==> src/rtl/axi_xbar_nport.sv <==
// AXI4 1:N crossbar with address decode, per-slave narrow-access alignment
// and an internal DECERR responder. The read and write paths are
// independent, and each path has at most one transaction in flight.
module axi_xbar_nport #(
  parameter int                 NSLV      = 2,
  parameter int                 IDW       = 4,
  parameter logic [NSLV*32-1:0] SLV_BASE  = {32'h0f00_0000, 32'h0200_0000},
  parameter logic [NSLV*32-1:0] SLV_MASK  = {32'hffff_fe00, 32'hffff_0000},
  parameter logic [NSLV-1:0]    SLV_ALIGN = 2'b10
) (
  input  logic                           clk,
  input  logic                           rst,
  // upstream write address
  input  logic                           m_awvalid,
  output logic                           m_awready,
  input  logic [31:0]                    m_awaddr,
  input  logic [IDW-1:0]                 m_awid,
  input  logic [7:0]                     m_awlen,
  input  logic [2:0]                     m_awsize,
  input  logic [1:0]                     m_awburst,
  // upstream write data
  input  logic                           m_wvalid,
  output logic                           m_wready,
  input  logic [31:0]                    m_wdata,
  input  logic [3:0]                     m_wstrb,
  input  logic                           m_wlast,
  // upstream write response
  output logic                           m_bvalid,
  input  logic                           m_bready,
  output logic [1:0]                     m_bresp,
  output logic [IDW-1:0]                 m_bid,
  // upstream read address
  input  logic                           m_arvalid,
  output logic                           m_arready,
  input  logic [31:0]                    m_araddr,
  input  logic [IDW-1:0]                 m_arid,
  input  logic [7:0]                     m_arlen,
  input  logic [2:0]                     m_arsize,
  input  logic [1:0]                     m_arburst,
  // upstream read data
  output logic                           m_rvalid,
  input  logic                           m_rready,
  output logic [31:0]                    m_rdata,
  output logic [1:0]                     m_rresp,
  output logic [IDW-1:0]                 m_rid,
  output logic                           m_rlast,
  // downstream write address
  output logic [NSLV-1:0]                s_awvalid,
  input  logic [NSLV-1:0]                s_awready,
  output logic [NSLV-1:0][31:0]          s_awaddr,
  output logic [NSLV-1:0][IDW-1:0]       s_awid,
  output logic [NSLV-1:0][7:0]           s_awlen,
  output logic [NSLV-1:0][2:0]           s_awsize,
  output logic [NSLV-1:0][1:0]           s_awburst,
  // downstream write data
  output logic [NSLV-1:0]                s_wvalid,
  input  logic [NSLV-1:0]                s_wready,
  output logic [NSLV-1:0][31:0]          s_wdata,
  output logic [NSLV-1:0][3:0]           s_wstrb,
  output logic [NSLV-1:0]                s_wlast,
  // downstream write response
  input  logic [NSLV-1:0]                s_bvalid,
  output logic [NSLV-1:0]                s_bready,
  input  logic [NSLV-1:0][1:0]           s_bresp,
  input  logic [NSLV-1:0][IDW-1:0]       s_bid,
  // downstream read address
  output logic [NSLV-1:0]                s_arvalid,
  input  logic [NSLV-1:0]                s_arready,
  output logic [NSLV-1:0][31:0]          s_araddr,
  output logic [NSLV-1:0][IDW-1:0]       s_arid,
  output logic [NSLV-1:0][7:0]           s_arlen,
  output logic [NSLV-1:0][2:0]           s_arsize,
  output logic [NSLV-1:0][1:0]           s_arburst,
  // downstream read data
  input  logic [NSLV-1:0]                s_rvalid,
  output logic [NSLV-1:0]                s_rready,
  input  logic [NSLV-1:0][31:0]          s_rdata,
  input  logic [NSLV-1:0][1:0]           s_rresp,
  input  logic [NSLV-1:0][IDW-1:0]       s_rid,
  input  logic [NSLV-1:0]                s_rlast
);
  localparam int SW = (NSLV > 1) ? $clog2(NSLV) : 1;

  typedef enum logic [1:0] {R_IDLE, R_ADDR, R_DATA, R_ERR} r_state_e;
  typedef enum logic [2:0] {W_IDLE, W_ADDR, W_DATA, W_RESP, W_ERR} w_state_e;

  // Returns {miss, index}; the loop runs downward so the lowest hitting index wins.
  function automatic logic [SW:0] decode(input logic [31:0] a);
    logic [SW:0] res;
    res = {1'b1, {SW{1'b0}}};
    for (int i = NSLV - 1; i >= 0; i--)
      if ((a & SLV_MASK[i*32 +: 32]) == SLV_BASE[i*32 +: 32]) res = {1'b0, SW'(i)};
    return res;
  endfunction

  r_state_e       r_state_q, r_state_d;
  logic [SW-1:0]  r_sel_q, r_sel_d;
  logic [1:0]     r_off_q, r_off_d;
  logic [IDW-1:0] r_id_q, r_id_d;
  logic [7:0]     r_len_q, r_len_d, r_cnt_q, r_cnt_d;
  logic           r_acc_q, r_acc_d;   // DECERR read: address already accepted
  logic [SW:0]    r_dec;

  w_state_e       w_state_q, w_state_d;
  logic [SW-1:0]  w_sel_q, w_sel_d;
  logic [1:0]     w_off_q, w_off_d;
  logic [IDW-1:0] w_id_q, w_id_d;
  logic [1:0]     w_eph_q, w_eph_d;   // DECERR write phase: 0 aw, 1 w, 2 b
  logic [SW:0]    w_dec;

  // State registers for both paths; reset returns both FSMs to idle.
  always_ff @(posedge clk) begin
    if (rst) begin
      r_state_q <= R_IDLE; r_sel_q <= '0; r_off_q <= '0; r_id_q <= '0;
      r_len_q <= '0; r_cnt_q <= '0; r_acc_q <= 1'b0;
      w_state_q <= W_IDLE; w_sel_q <= '0; w_off_q <= '0; w_id_q <= '0;
      w_eph_q <= '0;
    end else begin
      r_state_q <= r_state_d; r_sel_q <= r_sel_d; r_off_q <= r_off_d; r_id_q <= r_id_d;
      r_len_q <= r_len_d; r_cnt_q <= r_cnt_d; r_acc_q <= r_acc_d;
      w_state_q <= w_state_d; w_sel_q <= w_sel_d; w_off_q <= w_off_d; w_id_q <= w_id_d;
      w_eph_q <= w_eph_d;
    end
  end

  // Read path: decode, AR forwarding, R routing with realignment, DECERR beats.
  always_comb begin
    r_state_d = r_state_q; r_sel_d = r_sel_q; r_off_d = r_off_q; r_id_d = r_id_q;
    r_len_d = r_len_q; r_cnt_d = r_cnt_q; r_acc_d = r_acc_q;
    r_dec = decode(m_araddr);
    m_arready = 1'b0; m_rvalid = 1'b0; m_rdata = '0; m_rresp = '0; m_rid = '0; m_rlast = 1'b0;
    s_arvalid = '0; s_araddr = '0; s_arid = '0; s_arlen = '0; s_arsize = '0; s_arburst = '0;
    s_rready = '0;
    case (r_state_q)
      R_IDLE: if (m_arvalid) begin
        r_sel_d = r_dec[SW-1:0]; r_off_d = m_araddr[1:0]; r_id_d = m_arid;
        r_len_d = m_arlen; r_cnt_d = '0; r_acc_d = 1'b0;
        r_state_d = r_dec[SW] ? R_ERR : R_ADDR;
      end
      R_ADDR: begin
        s_arvalid[r_sel_q] = m_arvalid;
        s_araddr[r_sel_q]  = SLV_ALIGN[r_sel_q] ? {m_araddr[31:2], 2'b00} : m_araddr;
        s_arid[r_sel_q]    = m_arid;
        s_arlen[r_sel_q]   = m_arlen;
        s_arsize[r_sel_q]  = m_arsize;
        s_arburst[r_sel_q] = m_arburst;
        m_arready = s_arready[r_sel_q];
        if (m_arvalid && s_arready[r_sel_q]) r_state_d = R_DATA;
      end
      R_DATA: begin
        m_rvalid = s_rvalid[r_sel_q];
        m_rdata  = SLV_ALIGN[r_sel_q] ? (s_rdata[r_sel_q] >> {r_off_q, 3'b000}) : s_rdata[r_sel_q];
        m_rresp  = s_rresp[r_sel_q];
        m_rid    = s_rid[r_sel_q];
        m_rlast  = s_rlast[r_sel_q];
        s_rready[r_sel_q] = m_rready;
        if (s_rvalid[r_sel_q] && m_rready && s_rlast[r_sel_q]) r_state_d = R_IDLE;
      end
      R_ERR: begin
        if (!r_acc_q) begin
          m_arready = 1'b1;
          if (m_arvalid) r_acc_d = 1'b1;
        end else begin
          m_rvalid = 1'b1; m_rresp = 2'b11; m_rid = r_id_q;
          m_rlast  = (r_cnt_q == r_len_q);
          if (m_rready) begin
            r_cnt_d = r_cnt_q + 8'd1;
            if (r_cnt_q == r_len_q) r_state_d = R_IDLE;
          end
        end
      end
      default: r_state_d = R_IDLE;
    endcase
  end

  // Write path: the selected lane is held from AW through the B handshake.
  always_comb begin
    w_state_d = w_state_q; w_sel_d = w_sel_q; w_off_d = w_off_q; w_id_d = w_id_q;
    w_eph_d = w_eph_q;
    w_dec = decode(m_awaddr);
    m_awready = 1'b0; m_wready = 1'b0; m_bvalid = 1'b0; m_bresp = '0; m_bid = '0;
    s_awvalid = '0; s_awaddr = '0; s_awid = '0; s_awlen = '0; s_awsize = '0; s_awburst = '0;
    s_wvalid = '0; s_wdata = '0; s_wstrb = '0; s_wlast = '0; s_bready = '0;
    case (w_state_q)
      W_IDLE: if (m_awvalid) begin
        w_sel_d = w_dec[SW-1:0]; w_off_d = m_awaddr[1:0]; w_id_d = m_awid; w_eph_d = '0;
        w_state_d = w_dec[SW] ? W_ERR : W_ADDR;
      end
      W_ADDR: begin
        s_awvalid[w_sel_q] = m_awvalid;
        s_awaddr[w_sel_q]  = SLV_ALIGN[w_sel_q] ? {m_awaddr[31:2], 2'b00} : m_awaddr;
        s_awid[w_sel_q]    = m_awid;
        s_awlen[w_sel_q]   = m_awlen;
        s_awsize[w_sel_q]  = m_awsize;
        s_awburst[w_sel_q] = m_awburst;
        m_awready = s_awready[w_sel_q];
        if (m_awvalid && s_awready[w_sel_q]) w_state_d = W_DATA;
      end
      W_DATA: begin
        s_wvalid[w_sel_q] = m_wvalid;
        s_wdata[w_sel_q]  = SLV_ALIGN[w_sel_q] ? (m_wdata << {w_off_q, 3'b000}) : m_wdata;
        s_wstrb[w_sel_q]  = SLV_ALIGN[w_sel_q] ? (m_wstrb << w_off_q) : m_wstrb;
        s_wlast[w_sel_q]  = m_wlast;
        m_wready = s_wready[w_sel_q];
        if (m_wvalid && s_wready[w_sel_q] && m_wlast) w_state_d = W_RESP;
      end
      W_RESP: begin
        m_bvalid = s_bvalid[w_sel_q];
        m_bresp  = s_bresp[w_sel_q];
        m_bid    = s_bid[w_sel_q];
        s_bready[w_sel_q] = m_bready;
        if (s_bvalid[w_sel_q] && m_bready) w_state_d = W_IDLE;
      end
      W_ERR: begin
        case (w_eph_q)
          2'd0: begin
            m_awready = 1'b1;
            if (m_awvalid) w_eph_d = 2'd1;
          end
          2'd1: begin
            m_wready = 1'b1;
            if (m_wvalid && m_wlast) w_eph_d = 2'd2;
          end
          default: begin
            m_bvalid = 1'b1; m_bresp = 2'b11; m_bid = w_id_q;
            if (m_bready) w_state_d = W_IDLE;
          end
        endcase
      end
      default: w_state_d = W_IDLE;
    endcase
  end
endmodule
==> config.mk <==
export PLATFORM = sky130hd
export DESIGN_NAME = axi_xbar_nport
export DESIGN_NICKNAME = d
export VERILOG_FILES = /design/src/rtl/axi_xbar_nport.sv
export SDC_FILE = /design/constraint.sdc
export NUM_CORES = 1
export LEC_CHECK = 0
export ABC_AREA = 1
export BUFFER_PORTS_ARGS = -buffer_cell sky130_fd_sc_hd__buf_2
export CAP_MARGIN = 20
export CORE_AREA = 2 2 224 226
export CTS_BUF_LIST = sky130_fd_sc_hd__clkbuf_16
export DETAILED_ROUTE_END_ITERATION = 8
export DIE_AREA = 0 0 226 228
export SLEW_MARGIN = 10
export SYNTH_ARGS = -nofsm -noshare
export SYNTH_HDL_FRONTEND = slang
export SYNTH_SLANG_ARGS = --single-unit
export TNS_END_PERCENT = 10
==> constraint.sdc <==
create_clock -name clk -period 1.25 [get_ports clk]
set_input_delay 0.0625 -clock clk [delete_from_list [all_inputs] [get_ports clk]]
set_output_delay 0.0625 -clock clk [all_outputs]
set_load 0.005 [all_outputs]
# Word-level counts from Yosys, hierarchy flattened
# Cells that the tools add are included.
# word_totals
ff_bits,38
output_inout_bits,330
wordCells,216
# op_classes
addsub,1
n_lt_le_gt_ge,4
n_eq_ne,28
shift,3
muxes,127
bitwise,18
n_reduce_logical,23
# op_table
operator,count
$mux 32,7
$and 64x64->64,3
$mux 64,3
$demux 32 s1,2
$mux 8,8
$mux 2,30
$eq 23x19->1 const B,2
$mux 4,11
$and 16x16->16,2
$eq 16x10->1 const B,2
$mux 16,2
$shl 32x5->32,1
$shr 32x5->32,1
$mux 1,27
$mux 3,9
$and 8x8->8,3
$ne 2x2->1 const B,12
$demux 8 s1,2
$pmux 2 s2,4
$pmux 4 s2,2
$pmux 8 s2,1
$pmux 3 s5,1
$pmux 1 s2,7
$and 2x2->2,6
28 further kinds,56

# Logic depth before layout (Yosys ltp)
# Gate-level depths: netlist (run 1).
# depth
word_depth,6
mapped_depth,11
depth_no_buf,11

# Least setup slack after synthesis (run 1)
# No wires, ideal clock.
# synth_path
path_type,reg2out
start,reg r_sel_q
end,out m_rdata[16]
t_arrival_ns,1.231
required_ns,1.188
path_slack_ns,-0.044
stages_incl_launch_ff,8
path_cell_list,dfxtp_1 -> buf_4 -> inv_2 -> buf_4 -> buf_2 -> nor2_2 -> nand2_1 -> a21oi_1
# synth_between
elab_chain_len,5
# synth_rtl
item,line_no,text
"start, declared",97,"logic [SW-1:0] r_sel_q, r_sel_d;"
"start signal, assigned",119,r_state_q <= r_state_d; r_sel_q <= r_sel_d; r_off_q <= r_off_d; r_id_q <= r_id_d;
$mux 32 (implied by the code) (2 in series),152,"m_rdata = SLV_ALIGN[r_sel_q] ? (s_rdata[r_sel_q] >> {r_off_q, 3'b000}) : s_rdata[r_sel_q];"
$shr 32x5->32,152,
$mux 32 *,152,
$mux 32 *,134,case (r_state_q)
"end, declared",43,"output logic [31:0] m_rdata,"
# Every way passes the cells marked *; elsewhere a longest branch is shown, timed or not. The select of a mux whose other input is x is not followed.

==> reports/results.ini, run 1 <==
[place]
place_ws_ns = -0.342
dpl.cell_count = 2481
gp_congestion = 0.981
dp_hpwl_mm = 29.0
dpl_cell_area_um2 = 10500
port_buffers = 567

[grt]
grt_max_degree = 49
grt_pass1_vias = 8907
grt_pass1_wl_mm = 50.2
grt_use_total_pct = 12.4
antenna_found_initial = 5
overflow = 0

[sta]
rsz0062_at_grt = yes
fmax_mhz = 558
hold_viol = 0
whs_ns = 0.0230
setup_ws_ns = -0.543
skew_ns = 0.00457
setup_violations = 347
fin_crit_ns = 1.79
finalCritPeriodShare_pct = 143
slew_violations = 0

[route]
drtAntennaViolNets = 0
drtIter0Drc = 570
firstDrtPassIters = 5
vias = 9939
vias_per_cell = 3.96
drcViolationCount = 0
wl_per_cell_um = 14.1
routed_wl_mm = 35.4

[pwr]
p_comb_share_pct = 74.0
switching_share_pct = 47.9
pwr-share-seq_pct = 15.0
power_frac_clock_pct = 11.0
ir_worst_vdd_v = 0.000450
p_int_uw = 6050
power_switching_uw = 5570
power_uw = 11600
p_leak_uw = 0.00683
pwr_density_cell_nw_per_um2 = 971

[synth]
async_flop_share_pct = 0
synthTopCellsByArea = nor2_1, nand2_1, dfxtp_1
ys_warn_count = 0
syn-cell-area_um2 = 5520
synth_area_per_cell_um2 = 4.92
synth_flop_cell = dfxtp_1
seq_area_frac_synth_pct = 13.8
ys_ff_latch = 38
synth_cells = 1123
synthDistinctLibCells = 40
synth_edf_count = 0
yosysTopAreaCellShare_pct = 20.6
synth_top_cell_by_area = nor2_1

[cts]
clk_pin_slew_ns = 0.06
cts_made_buffers = 5
clock_sinks = 38
cts_root_buffer = clkbuf_16
cts_hold_buf = 0
clockBufferDepth = 2
cts_tree = yes
htreeDepth = 2
insertion_delay_ns = 0.29

[worst_setup_path]
worstReg2RegStart = w_state_q[0]$_SDFFE_PP0P_
critPathTopFamily = buffers and inverters
ff2ff_setup_slack_ns = -0.27
criticalPathCategory = reg -> out
arrival_ns = 1.73
crit_fanout = 6
crit_path_cell_trace = inv_4 -> nor3_4 -> buf_6 -> buf_4 -> nand2_4 -> buf_6 -> o32ai_2 -> buf_2
r2r_end = w_state_q[0]$_SDFFE_PP0P_
worst-path-buf-inv = 5
required_ns = 1.19
cpMostUsedCell = buf_6
slowest_stage = dfxtp_2
cp-start-kind = flop
end_kind = output pin
path_depth = 8
ff2ff_path_depth = 11
cp_slowest_stage_delay_ns = 0.35

[hold_path]
hold_depth = 3
min_to = w_off_q[0]$_SDFFE_PP0P_
min_from = m_awaddr[0]
holdCritPathClass = in -> reg

[floorplan]
die_y_um = 228
dieArea_um2 = 51500
rows = 82
chipWidth_um = 226
ioPinCount = 572
core_um2 = 49300
initial_core_util_pct = 11.2

[layout]
final_nets = 2075
final_design_area_no_fill_um2 = 12000
final_cells = 2507
fillers = 5663
drive_gt1_share_pct = 55.5
area_growth_syn_to_layout_pct = 117

[status]
failed_checks = negative setup slack
status = complete, but fails checks

[run]
cap_violations = 0

## cell usage after synthesis, types with 2 or more instances
master,instances
dfxtp_1,38
inv_2,12
clkbuf_1,28
nor2_4,4
a22o_1,2
o31ai_1,2
nand2_1,233
o21ai_1,11
nor2_2,5
buf_1,5
buf_4,9
nand2_2,3
inv_1,182
a21boi_0,2
nand4_1,9
clkinv_1,2
o21ai_0,72
buf_2,22
a31oi_1,3
o32ai_1,12
nand3_1,28
nor3_1,26
o22ai_1,18
nor2_1,303
nor3_4,3
xnor2_1,3
a21oi_1,61
o211ai_1,13
## power by group through the flow
stage	clock, µW	combinational, µW	sequential, µW
after global routing	1380	9300	1780
after detailed placement	0	7060	1690
after CTS	1350	7640	1710
final	1280	8590	1740
after global placement	0	7100	1680
after floorplan	0	3280	1640
## how the worst max path moves through the flow
stage | start | end | slack [ns]
4_1_cts | w_state_q[1]$_SDFFE_PP0P_ | s_wdata[15] | -0.52
5_1_grt | w_state_q[1]$_SDFFE_PP0P_ | s_wdata[50] | -0.62
3_3_place_gp | w_state_q[0]$_SDFFE_PP0P_ | m_bresp[0] | -0.36
2_1_floorplan | r_state_q[1]$_SDFFE_PP0P_ | r_cnt_q[5]$_SDFFE_PP0P_ | -0.04
3_5_place_dp | r_sel_q$_SDFFE_PP0P_ | m_rdata[2] | -0.34
6_report | w_state_q[1]$_SDFFE_PP0P_ | s_wdata[53] | -0.54
## metrics by stage
stage                     setup TNS (ns)  utilization (%)
after floorplan                   -0.289                -
after global placement            -50.76             21.2
after detailed placement          -54.49             21.2
after CTS                        -128.89             22.7
after global routing             -158.29             24.2
final                            -128.36             24.2
## cells by family (layout without fill, tap and decap cells)
kind of cell | count (synthesis) | count (layout) | synth area share [%]
AOI/OAI and AO/OA | 203 | 203 | 21.3
xor gates and xnor gates | 4 | 4 | 0.635
adders and majority gates | 1 | 1 | 0.227
buffers and inverters | 261 | 968 | 18.9
DFF | 38 | 38 | 13.8
other | 1 | 6 | 0.0679
and+or+nand+nor | 615 | 615 | 45.2
## sequential cells by signal, indices dropped and copies added (netlist names), 3 cells and up
signal     flops
r_cnt_q        8
w_id_q         4
r_len_q        8
r_id_q         4
w_state_q      3
## cell type report
cell class                      count  area [µm²]  area share, %
Antenna cell                        2        5.00         0.0418
Clock buffer                        5         125           1.05
Clock inverter                      3        16.3          0.136
Inverter                          197         763           6.38
Multi-Input combinational cell    827        4640           38.7
Sequential cell                    38         793           6.63
Tap cell                          672         841           7.03
Timing Repair Buffer              762        4780           39.9
Timing Repair inverter              1        7.51         0.0627
## per-layer routing
layer | track usage [%] | up-vias | part of all wire [%]
met5 | 0 | - | 0.068
met2 | 19.9 | 422 | 47
met1 | 17.1 | 4542 | 44
met3 | 1.57 | 55 | 6.9
met4 | 4.01 | 4 | 2.6
li1 | - | 4916 | -
## worst register-to-register path, delay by kind of cell, from the launching register on
family	cells	cell delay [ns]
AND/OR/NAND/NOR	7	0.63
buffers and inverters	4	0.41
flip-flops	1	0.37
## layout by cell type (no fill, tap or decap), types with 3 or more instances in the layout
cell	n
o21ai_2	15
dfxtp_1	28
buf_12	18
nand2_1	206
nor2_4	24
a21oi_1	41
nand2_2	24
a21oi_2	18
nor3_4	7
inv_2	9
buf_6	39
o22ai_1	16
o32ai_2	10
a21oi_4	3
nor3_2	15
nand2_4	6
o21ai_4	3
xnor2_1	3
buf_4	139
conb_1	4
clkinvlp_4	3
nor3_1	7
o21ai_0	50
dfxtp_4	8
o21ai_1	16
inv_4	4
buf_2	561
clkbuf_16	9
nor2_1	204
o211ai_1	13
inv_1	179
clkinv_2	3
nor2_2	84
a31oi_1	3
nand3_1	27
nand4_1	9
## what timing repair did
action	in CTS	in global routing
gates resized for setup	172	169
endpoints found under the setup margin	364	364
buffers inserted	4	8
cloned	2	4
pin swaps	22	14
Note: power is estimated with default switching activity, not from simulation.
==> run 2, diff against run 1 <==
==> constraint.sdc (replaced) <==
create_clock -name clk -period 1.25 [get_ports clk]
set_input_delay 0.25 -clock clk [delete_from_list [all_inputs] [get_ports clk]]
set_output_delay 0.25 -clock clk [all_outputs]
set_load 0.005 [all_outputs]
==> run 2 against run 1 <==
Net effect:
- the run still ends with negative setup slack left
- total power rose by 4.6%
- combinational power rose by 1%
- clock power rose by 37%
- sequential cell count did not move
- die area did not move
- fmax fell by 11%
- register-to-register slack barely moved
- largest power group unchanged
- highest routed layer unchanged
==> reports/results.ini, run 2 (same netlist as run 1, synthesis figures left out) <==
[layout]
final_cells = 2533
final_common_cell = buf_2
final_nets = 2102
multiInputGateArea_um2 = 4660
final_cell_mix = buf_2, nor2_1, nand2_1
reg_top3 = r_cnt_q (8), r_len_q (8)
area_growth_syn_to_layout_pct = 122
seq_area_um2 = 787
fillers = 5585
drive_gt1_share_pct = 55.5

[sta]
maxSlewHeadroom_pct = 64.8
hold_viol = 0
rsz0062_at_grt = yes
setup_ws_ns = -0.753
fmax_mhz = 499
skew_ns = 0.00735
slew_violations = 0
whs_ns = 0.241
final.setup.tns_ns = -178.16
fin_crit_ns = 2.00
finalCritPeriodShare_pct = 160
setup_violations = 351
max_slew.worst_pin.slew_ns = 0.522

[place]
gp_congestion = 0.965
dpl.cell_count = 2502
port_buffers = 567
dp_hpwl_mm = 28.5

[grt]
grt_use_total_pct = 12.5
antenna_found_initial = 3
grt_pass1_vias = 8892
overflow = 0
grt_pass1_wl_mm = 50.7
grt_max_degree = 51

[worst_setup_path]
end_kind = output pin
criticalPathCategory = reg -> out
crit_fanout = 8
required_ns = 1.00
cp-start-kind = flop
arrival_ns = 1.75

[route]
drtIter0Drc = 697
drcViolationCount = 0
wl_per_cell_um = 13.9
routed_wl_mm = 35.1
vias = 9903
drtAntennaViolNets = 0
vias_per_cell = 3.91
firstDrtPassIters = 5

[cts]
cts_made_buffers = 5
insertion_delay_ns = 0.30
clockBufferDepth = 2
cts_hold_buf = 0
clock_sinks = 38
cts_root_buffer = clkbuf_16
htreeDepth = 2
clk_pin_slew_ns = 0.07
cts_tree = yes

[status]
status = complete, but fails checks
failed_checks = negative setup slack

[floorplan]
core_um2 = 49300
initial_core_util_pct = 11.2
dieArea_um2 = 51500
chipWidth_um = 226
ioPinCount = 572
rows = 82
die_y_um = 228

[run]
cap_violations = 0

[pwr]
power_uw = 12100
ir_worst_vdd_v = 0.000573
pwr_density_cell_nw_per_um2 = 989
p_leak_uw = 0.00698

[hold_path]
holdCritPathClass = in -> reg

==> run 2: cell count changes in the layout (fill, tap and decap cells not counted), moves of 5 or more <==
cell | previous run | this run
buf_8 | 0 | 5
nand2_1 | 206 | 196
nor2_2 | 84 | 73
nor3_1 | 7 | 13
nor2_1 | 204 | 215
buf_2 | 561 | 567
buf_4 | 139 | 160
nand2_2 | 24 | 29
o21ai_0 | 50 | 43
o21ai_1 | 16 | 24
buf_6 | 39 | 31
nor3_2 | 15 | 6
==> run 2: layout make-up <==
type                       count  area share [%]
tap                          672            6.84
clock inverter                 3           0.560
sequential                    38            6.41
timing repair inverter         1           0.163
antenna                        1          0.0204
multi-input combinational    827            38.0
inverter                     197            6.26
timing repair buffer         789            40.8
clock buffer                   5            1.02
==> run 2: repair_timing <==
action / in CTS / in global routing
pin swaps: 20 / 34
gates resized for setup: 134 / 158
gates cloned: 5 / 2
setup endpoints to repair: 364 / 364
buffers inserted: 14 / 4
==> run 2: worst max-delay path, stage by stage (launching register included) <==
cell and delay [ns]:
dfxtp_4 0.43, buf_8 0.16, nand2_2 0.06, a21boi_4 0.14
buf_4 0.13, nand2_1 0.06, o21ai_1 0.06, inv_1 0.08
o21ai_1 0.06, a21oi_1 0.15, buf_2 0.12
==> run 2: final timing paths <==
path                                 from  slack, ns  cells past startpoint                        end
hold reg to reg   r_len_q[3]$_SDFFE_PP0P_       0.48                      2    r_len_q[3]$_SDFFE_PP0P_
hold / removal                  m_awid[1]       0.24                      3     w_id_q[1]$_SDFFE_PP0P_
setup reg to reg     r_sel_q$_SDFFE_PP0P_      -0.28                     11  r_state_q[1]$_SDFFE_PP0P_
setup / recovery     r_sel_q$_SDFFE_PP0P_      -0.75                     10                 m_rdata[0]
==> run 2: routing by layer <==
layer	wire [µm]	track usage [%]	vias to the layer above
met5	23	0	-
met4	394	2.07	4
met3	2730	2.37	36
met2	16600	20.7	401
met1	15400	17.1	4494
li1	-	-	4968
==> run 2: per-stage QoR <==
| step | util (%) | area, µm² | setup WS (ns) |
|---|---|---|---|
| after floorplan | - | 5810 | -0.146 |
| after global placement | 22.0 | 10800 | -0.462 |
| after detailed placement | 22.0 | 10800 | -0.458 |
| after CTS | 23.7 | 11700 | -0.690 |
| after global routing | 24.9 | 12300 | -0.834 |
| final | 24.9 | 12300 | -0.753 |
==> run 2: power by group <==
part | internal, µW | switching (µW) | leakage, µW
Sequential | 1470 | 238 | 0.000316
Combinational | 3910 | 4770 | 0.00657
Clock | 1150 | 608 | 0.0000940
Total | 6530 | 5620 | 0.00698
==> run 3, diff against run 2 <==
Clock period 1.25 ns to 1.9 ns, I/O delays scaled along.
==> run 3 against run 2 <==
Net effect:
- design area down 8.2%
- clock skew is 0.0032 ns higher
- count of clock-buffer cells in the layout unchanged
- largest power group unchanged
- combinational power shrank 42%
- the flow still finishes with violations (negative setup slack)
- worst hold slack gained 0.11 ns
- clock power is 34% lower
- via count fell by 3.2%
- non-clock buffer count fell by 111
- highest routed layer is now met4
- register-to-register slack improved by 0.53 ns
- die area stayed put
- global-route usage is 0.31 points higher
==> reports/results.ini, run 3 (same netlist as run 1, synthesis figures left out) <==
[hold_path]
min_from = m_awid[0]
holdCritPathClass = in -> reg
hold_depth = 3
min_to = w_id_q[0]$_SDFFE_PP0P_

[sta]
fmax_mhz = 462
max_slew.worst_pin.slew_ns = 0.514
hold_viol = 0
fin_crit_ns = 2.17
rsz0062_at_grt = yes
setup_violations = 270
maxSlewHeadroom_pct = 65.6
whs_ns = 0.355
finalCritPeriodShare_pct = 114
setup_ws_ns = -0.267
slew_violations = 0
skew_ns = 0.0106

[route]
drtIter0Drc = 703
wl_per_cell_um = 15.4
firstDrtPassIters = 6
vias_per_cell = 3.96
vias = 9584
drtAntennaViolNets = 0
drcViolationCount = 0
routed_wl_mm = 37.3

[pwr]
power_frac_clock_pct = 15.9
switching_share_pct = 48.6
p_leak_uw = 0.00652
pwr_density_cell_nw_per_um2 = 645
power_uw = 7280
pwr-share-seq_pct = 15.1
p_comb_share_pct = 69.0
p_int_uw = 3740
ir_worst_vdd_v = 0.000384
power_switching_uw = 3540

[worst_setup_path]
crit_fanout = 9
worstReg2RegStart = r_state_q[1]$_SDFFE_PP0P_
r2r_end = r_cnt_q[4]$_SDFFE_PP0P_
ff2ff_path_depth = 9
criticalPathCategory = reg -> out
required_ns = 1.52
arrival_ns = 1.79
ff2ff_setup_slack_ns = 0.25
end_kind = output pin
cp-start-kind = flop

[floorplan]
ioPinCount = 572
die_y_um = 228
initial_core_util_pct = 11.2
chipWidth_um = 226
core_um2 = 49300
dieArea_um2 = 51500
rows = 82

[cts]
cts_hold_buf = 0
clockBufferDepth = 2
insertion_delay_ns = 0.30
cts_made_buffers = 5
cts_root_buffer = clkbuf_16
cts_tree = yes
htreeDepth = 2
clk_pin_slew_ns = 0.07
clock_sinks = 38

[grt]
use_met3_pct = 1.79
grt_use_met2_pct = 20.8
grt_use_total_pct = 12.8
use_met1_pct = 17.7
grt_max_degree = 51
grt_pass1_wl_mm = 50.8
globalRoute.busiestLayer = met2
grt_pass1_vias = 8515
overflow = 0
antenna_found_initial = 1

[layout]
area_growth_syn_to_layout_pct = 104
final_nets = 1990
reg_top3 = r_cnt_q (8), r_len_q (8)
antenna_cells = 0
final_cells = 2420
final_common_cell = buf_2
final_cell_mix = buf_2, nor2_1, nand2_1
drive_gt1_share_pct = 51.1

[run]
cap_violations = 0

[status]
status = complete, but fails checks
failed_checks = negative setup slack

[place]
gp_congestion = 0.962
place_ws_ns = -0.112
dpl.cell_count = 2383
dp_hpwl_mm = 28.9
port_buffers = 567

[run 3: repair_timing]
action / 4_1_cts / 5_1_grt
pin swaps: 14 / 12
resized for setup: 162 / 133
gates cloned: 3 / 10
endpoints found under the setup margin: 322 / 324
buffers inserted: 8 / 8
[run 3: worst max-delay path: stages, from the launching register on]
cell,delay (ns)
dfxtp_4,0.41
clkinv_8,0.10
buf_4,0.15
a21boi_2,0.16
nand2_1,0.08
o21ai_1,0.07
inv_1,0.06
o21ai_1,0.12
buf_4,0.13
a21oi_2,0.05
buf_2,0.13
[run 3: per-layer routing]
| layer | part of all wire [%] | vias to the layer above |
|---|---|---|
| li1 | - | 4735 |
| met1 | 46 | 4418 |
| met2 | 46 | 388 |
| met3 | 6.5 | 43 |
| met4 | 2.1 | 0 |
| met5 | 0 | - |
[run 3: cell type report]
type,count,area [µm²]
Fill cell,5673,38100
Inverter,197,771
Tap cell,672,841
Multi-Input combinational cell,827,4490
Clock inverter,3,68.8
Timing Repair Buffer,678,4190
Clock buffer,5,125
Sequential cell,38,786
[run 3: worst max path at each step]
stage                    startpoint     endpoint  slack (ns)
2_1_floorplan  r_sel_q$_SDFFE_PP0P_  m_rdata[16]        0.29
3_3_place_gp            s_rdata[56]   m_rdata[0]       -0.15
3_5_place_dp   r_sel_q$_SDFFE_PP0P_   m_rdata[0]       -0.11
4_1_cts        r_sel_q$_SDFFE_PP0P_   m_rdata[7]       -0.22
5_1_grt        r_sel_q$_SDFFE_PP0P_   m_rdata[7]       -0.36
6_report       r_sel_q$_SDFFE_PP0P_   m_rdata[7]       -0.27
[run 3: metrics by stage]
stage	util, %	cell area, µm²	TNS, ns
floorplan	-	5530	0
global placement	19.6	9670	-0.537
detailed placement	19.6	9670	-0.449
CTS	21.3	10500	-19.41
global route	22.9	11300	-53.78
finish	22.9	11300	-30.69
[run 3: power groups by stage]
stage          sequential (µW)  combinational [µW]  clock (µW)
4_1_cts                   1090                4540        1210
3_5_place_dp              1080                4150           0
5_1_grt                   1120                5470        1220
6_report                  1100                5020        1160
3_3_place_gp              1080                4170           0
2_1_floorplan             1080                2160           0
